$ cat config.mk
export PLATFORM = sky130hd
export DESIGN_NAME = seq_detector_param_flat
export DESIGN_NICKNAME = d
export VERILOG_FILES = /design/src/rtl/seq_detector_param_if.sv /design/src/rtl/seq_detector_param.sv /design/src/flat_wrapper.sv
export SDC_FILE = /design/constraint.sdc
export NUM_CORES = 1
export LEC_CHECK = 0
export ABC_AREA = 1
export ABC_CLOCK_PERIOD_IN_PS = 1400
export BUFFER_PORTS_ARGS = -buffer_cell sky130_fd_sc_hd__buf_4
export CORE_UTILIZATION = 30
export DETAILED_ROUTE_END_ITERATION = 6
export PLACE_DENSITY = 0.52
export SLEW_MARGIN = 20
export SYNTH_ARGS = -nofsm -noshare
export SYNTH_HDL_FRONTEND = slang
export SYNTH_SLANG_ARGS = --single-unit
$ cat constraint.sdc
create_clock -name clk -period 1.4 [get_ports clk]
set_input_delay 0.28 -clock clk [delete_from_list [all_inputs] [get_ports clk]]
set_output_delay 0.28 -clock clk [all_outputs]
set_load 0.02 [all_outputs]
$ cat src/rtl/seq_detector_param_if.sv
// Bundle of the serial stream, configuration and result signals of seq_detector_param.
// The bench drives it through the master modport. The detector uses the slave modport.
interface seq_detector_param_if #(
  parameter int PATTERN_W = 4,
  parameter int CNT_W     = 8
);
  logic                 in_valid;
  logic                 in_bit;
  logic                 cfg_load;
  logic [PATTERN_W-1:0] cfg_pattern;
  logic                 cfg_overlap;
  logic                 cnt_clr;
  logic                 match;
  logic [CNT_W-1:0]     match_count;
  logic                 busy;

  modport master (
    output in_valid, in_bit, cfg_load, cfg_pattern, cfg_overlap, cnt_clr,
    input  match, match_count, busy
  );

  modport slave (
    input  in_valid, in_bit, cfg_load, cfg_pattern, cfg_overlap, cnt_clr,
    output match, match_count, busy
  );
endinterface

$ cat src/rtl/seq_detector_param.sv
// Runtime-loadable serial pattern detector with a registered match pulse and an overlap mode.
// Defining SEQDET_COUNT_EN adds the saturating match counter; otherwise match_count is tied to 0.
module seq_detector_param #(
  parameter int                   PATTERN_W       = 4,
  parameter logic [PATTERN_W-1:0] DEFAULT_PATTERN = 4'b1011,
  parameter logic                 DEFAULT_OVERLAP = 1'b1,
  parameter int                   CNT_W           = 8
) (
  input logic                 clk,
  input logic                 rst_n,
  seq_detector_param_if.slave bus
);
  localparam int             FW   = $clog2(PATTERN_W + 1);
  localparam logic [FW-1:0]  FULL = FW'(PATTERN_W);

  typedef enum logic {FILLING, ARMED} state_t;

  state_t               state, state_nxt;
  logic [PATTERN_W-1:0] hist, hist_nxt, hist_sh, pat_q;
  logic [FW-1:0]        fill, fill_nxt, fill_inc;
  logic                 ovl_q;
  logic                 vld_p0;
  logic                 hit;
  logic                 match_p1, busy_p1;

  // stage p0: a load in the same cycle discards the presented bit
  assign vld_p0   = bus.in_valid && !bus.cfg_load;
  assign hist_sh  = {hist[PATTERN_W-2:0], bus.in_bit};
  assign fill_inc = (state == ARMED) ? FULL : fill + FW'(1);

  always_ff @(posedge clk or negedge rst_n) begin
    if (!rst_n) state <= FILLING;
    else        state <= state_nxt;
  end

  always_comb begin
    state_nxt = FILLING;
    if (fill_nxt == FULL) state_nxt = ARMED;
  end

  // A zero-filled history never matches until PATTERN_W real bits have arrived.
  always_comb begin
    hit = 1'b0;
    if (vld_p0 && (hist_sh == pat_q) && (fill_inc == FULL)) hit = 1'b1;
  end

  always_comb begin
    hist_nxt = hist;
    fill_nxt = fill;
    if (bus.cfg_load) begin
      hist_nxt = '0;
      fill_nxt = '0;
    end else if (vld_p0) begin
      if (hit && !ovl_q) begin
        hist_nxt = '0;
        fill_nxt = '0;
      end else begin
        hist_nxt = hist_sh;
        fill_nxt = fill_inc;
      end
    end
  end

  // stage p1: registered match and busy
  always_ff @(posedge clk or negedge rst_n) begin
    if (!rst_n) begin
      hist     <= '0;
      fill     <= '0;
      pat_q    <= DEFAULT_PATTERN;
      ovl_q    <= DEFAULT_OVERLAP;
      match_p1 <= 1'b0;
      busy_p1  <= 1'b0;
    end else begin
      hist     <= hist_nxt;
      fill     <= fill_nxt;
      match_p1 <= hit;
      busy_p1  <= (fill_nxt != '0);
      if (bus.cfg_load) begin
        pat_q <= bus.cfg_pattern;
        ovl_q <= bus.cfg_overlap;
      end
    end
  end

  assign bus.match = match_p1;
  assign bus.busy  = busy_p1;

`ifdef SEQDET_COUNT_EN
  logic [CNT_W-1:0] cnt_q;

  function automatic logic [CNT_W-1:0] sat_inc(input logic [CNT_W-1:0] c);
    return (&c) ? c : c + CNT_W'(1);
  endfunction

  // A clear coinciding with a match wins and the increment is lost.
  always_ff @(posedge clk or negedge rst_n) begin
    if (!rst_n)           cnt_q <= '0;
    else if (bus.cnt_clr) cnt_q <= '0;
    else if (match_p1)    cnt_q <= sat_inc(cnt_q);
  end

  assign bus.match_count = cnt_q;
`else
  logic unused_cnt_clr;
  assign unused_cnt_clr  = bus.cnt_clr;
  assign bus.match_count = '0;
`endif
endmodule

$ cat src/flat_wrapper.sv
// flat-port wrapper written by rule: the top's interface ports become plain ports
module seq_detector_param_flat 
#(
  parameter int                   PATTERN_W       = 4,
  parameter logic [PATTERN_W-1:0] DEFAULT_PATTERN = 4'b1011,
  parameter logic                 DEFAULT_OVERLAP = 1'b1,
  parameter int                   CNT_W           = 8
)
  (clk, rst_n, bus_in_valid, bus_in_bit, bus_cfg_load, bus_cfg_pattern, bus_cfg_overlap, bus_cnt_clr, bus_match, bus_match_count, bus_busy);
  seq_detector_param_if #(.PATTERN_W(PATTERN_W), .CNT_W(CNT_W)) bus_i ();
  input logic clk;
  input logic rst_n;
  input wire logic [$bits(bus_i.in_valid)-1:0] bus_in_valid;
  input wire logic [$bits(bus_i.in_bit)-1:0] bus_in_bit;
  input wire logic [$bits(bus_i.cfg_load)-1:0] bus_cfg_load;
  input wire logic [$bits(bus_i.cfg_pattern)-1:0] bus_cfg_pattern;
  input wire logic [$bits(bus_i.cfg_overlap)-1:0] bus_cfg_overlap;
  input wire logic [$bits(bus_i.cnt_clr)-1:0] bus_cnt_clr;
  output wire logic [$bits(bus_i.match)-1:0] bus_match;
  output wire logic [$bits(bus_i.match_count)-1:0] bus_match_count;
  output wire logic [$bits(bus_i.busy)-1:0] bus_busy;
  assign bus_i.in_valid = bus_in_valid;
  assign bus_i.in_bit = bus_in_bit;
  assign bus_i.cfg_load = bus_cfg_load;
  assign bus_i.cfg_pattern = bus_cfg_pattern;
  assign bus_i.cfg_overlap = bus_cfg_overlap;
  assign bus_i.cnt_clr = bus_cnt_clr;
  assign bus_match = bus_i.match;
  assign bus_match_count = bus_i.match_count;
  assign bus_busy = bus_i.busy;
  seq_detector_param #(.PATTERN_W(PATTERN_W), .DEFAULT_PATTERN(DEFAULT_PATTERN), .DEFAULT_OVERLAP(DEFAULT_OVERLAP), .CNT_W(CNT_W)) u_core (.clk(clk), .rst_n(rst_n), .bus(bus_i));
endmodule
==> results.tsv <==
stage	metric	value	unit
cells_and_area	final_cells	140	
clock_tree	cts_max_level	1	
cells_and_area	seqCellArea	355.3	µm²
drt	vias	573	
critical_path	start_kind	flop	
critical_path	critPathKind	reg -> reg	
critical_path	slowest_stage	dfrtp_1	
drt	drt_iter0_drc	8	
timing	slew_violations	0	
timing	fin_hold_ws	0.2149	ns
critical_path	critPathMaxStageDelay	0.39	ns
synth	syn_avg_cell_area	7.955	µm²
cells_and_area	fin_util	0.4003	
global_route	antenna_found_initial	0	
critical_path	reg2reg_depth	7	
cells_and_area	area_growth_syn_to_layout	21.69	%
global_route	grt_pass1_vias	543	
critical_path	crit_fanout	4	
cells_and_area	num_antenna_cells	0	
die	start_util	0.3290	
power_and_ir_drop	worst_ir_drop_vdd	0.0003856	V
cells_and_area	multiInputGateArea	311.5	µm²
timing	finalSetupViolCount	0	
die	die_h	52.19	µm
hold_path	holdPathStages	3	
critical_path	end_kind	flop	
clock_tree	cts_buffer_depth	2	
critical_path	required	1.55	ns
drt	antenna_left	0	
clock_tree	clk_pin_slew	0.09	ns
place	pre_cts_ws	-0.006623	ns
die	die_x	52.19	µm
timing	fin_crit_sh	0.9961	
place	hpwl	978.9	µm
synth	synthesis.area	755.7	µm²
job	cap_viol_max_count	0	
hold_path	min_path_type	in -> reg	
synth	yosys_warnings	0	
global_route	grt_max_degree	15	
synth	synth-seq-cells	14	
timing	post-route-min-period	1.395	ns
timing	tns	0	ns
global_route	grt.overflow.total	0	
power_and_ir_drop	total_leakage_power	0.4820	nW
power_and_ir_drop	p_per_area	985.1	nW/µm²
die	die-area	2724	µm²
timing	fmax	717.1	MHz
clock_tree	cts_tree	built	
cells_and_area	drive_above_1_share	0.3125	
critical_path	arrival	1.55	ns
die	ioPinCount	21	
global_route	grt_pass1_wl	2.180	mm
drt	routed_wl	1.293	mm
cells_and_area	nFillCells	248	
synth	syn-instance-count	95	
place	gp_congestion	0.8488	
timing	finalHoldViolCount	0	
die	rows	17	
clock_tree	cts-root-buf	clkbuf_4	
timing	rsz0062_at_grt	yes	
synth	yosysSeqAreaShare	0.4702	
critical_path	crit_chain	ha_1 -> nand2_2 -> nand3_2 -> nor2_2 -> nand3_2 -> nand2_2 -> nand3b_1	
timing	layout_setup_ws	0.005470	ns
place	dp_cells	133	
clock_tree	cts_buffers	3	
clock_tree	cts_sinks	14	
drt	first_pass_iters	4	
place	io_buffers	11	
run_status	status	complete, no violations	
synth	synth.distinct_cells	23	
clock_tree	worstSkewPairLatency	0.27	ns
drt	drc	0	
timing	skew	0.004610	ns
die	core_area	2297	µm²
global_route	grtUsageTotal	0.1114	
cells_and_area	nNetsFinal	125	
drt	viasPerCell	4.093	
drt	wl_per_cell	9.236	µm
critical path, delay by kind of cell (launching register included):
kind,cells,cell delay [ns]
simple gates,6,0.59
flops,1,0.39
fa+ha+maj,1,0.30
Yosys cell counts, drive strengths merged:
cell     instances  area, µm²
nand3b           1      7.510
clkbuf           1      3.750
nor4             1      6.260
o2bb2ai          1      15.01
nand2           26      107.6
clkinv           1      3.750
inv             16      62.56
or2              1      6.260
buf              8      60.06
o21ai           10      50.05
a21oi            1      5.000
conb             1      3.750
nor2             7      26.28
dfstp            4      105.1
nand3            5      30.03
ha               1      12.51
dfrtp           10      250.2
area by class of cell:
class	count	area share
Sequential cell	14	0.3864
Multi-Input combinational cell	62	0.3388
Timing Repair Buffer	15	0.1252
Inverter	17	0.07211
Clock buffer	4	0.03946
Tap cell	28	0.03810
metrics by stage:
stage,power (mW),cell area [µm²]
final,0.9059,919.6
after global routing,0.9565,919.6
after global placement,0.6118,843.3
after CTS,0.9043,889.6
after floorplan,0.5718,782.0
after detailed placement,0.6119,843.3
state kept, by name, indices dropped and copies added (netlist names):
name and flops:
u_core.bus.busy 1, u_core.bus.match 1, u_core.fill 3, u_core.hist 3, u_core.ovl_q 1, u_core.pat_q 4
u_core.state 1
power by group:
group          internal (mW)  total (mW)  switching [mW]
Sequential             0.438       0.450          0.0120
Combinational         0.0689       0.172           0.103
Clock                  0.158       0.284           0.126
Total                  0.665       0.906           0.241
timing repair:
action	4_1_cts	5_1_grt
resized for setup	0	5
endpoints found under the hold margin	10	0
setup endpoints to repair	1	6
hold buffers	1	0
setup buffers	0	2
pin swaps	2	5
worst paths after layout:
path / startpoint / slack, ns / endpoint
max in group asynchronous: rst_n / 0.78 / u_core.pat_q[1]
min reg2reg: u_core.pat_q[0] / 0.50 / u_core.pat_q[0]
min in group asynchronous: rst_n / 0.38 / u_core.pat_q[2]
max: u_core.fill[1] / 0.005 / u_core.bus.busy
max reg2reg: u_core.fill[1] / 0.005 / u_core.bus.busy
min: bus_cfg_pattern[0] / 0.21 / u_core.pat_q[0]
logic make-up after synthesis:
logic type | count (synthesis) | share of synthesized area
buffers and inverters | 26 | 0.1722
AOI/OAI and AO/OA | 12 | 0.09271
and+or+nand+nor | 41 | 0.2434
other | 1 | 0.004962
adders and majority gates | 1 | 0.01655
DFF | 14 | 0.4702
cell usage in the layout, fill, tap and decap left out:
cell and n:
nand2_2 2, ha_1 1, nor2_2 3, inv_1 12, or2_1 1, clkbuf_8 1, buf_4 14, conb_1 8
o21ai_1 4, dfstp_2 4, nand3_1 3, nand2_4 1, a21oi_1 1, nor2_1 4, nand3_2 2, dfrtp_1 10
inv_4 1, clkinv_1 1, nor4_1 1, nand3b_1 1, o2bb2ai_2 1, inv_2 3, o21ai_0 6, nand2_1 23
clkbuf_4 3, dlygate4sd3_1 1
metal layers:
layer	share of wire	track usage	vias to the layer above
met5	0	0	-
met2	0.49	0.1709	11
met4	0.015	0.06579	0
met3	0.029	0.01739	2
met1	0.47	0.1470	251
li1	-	-	309
No activity file was read; power rests on OpenSTA's default activity.
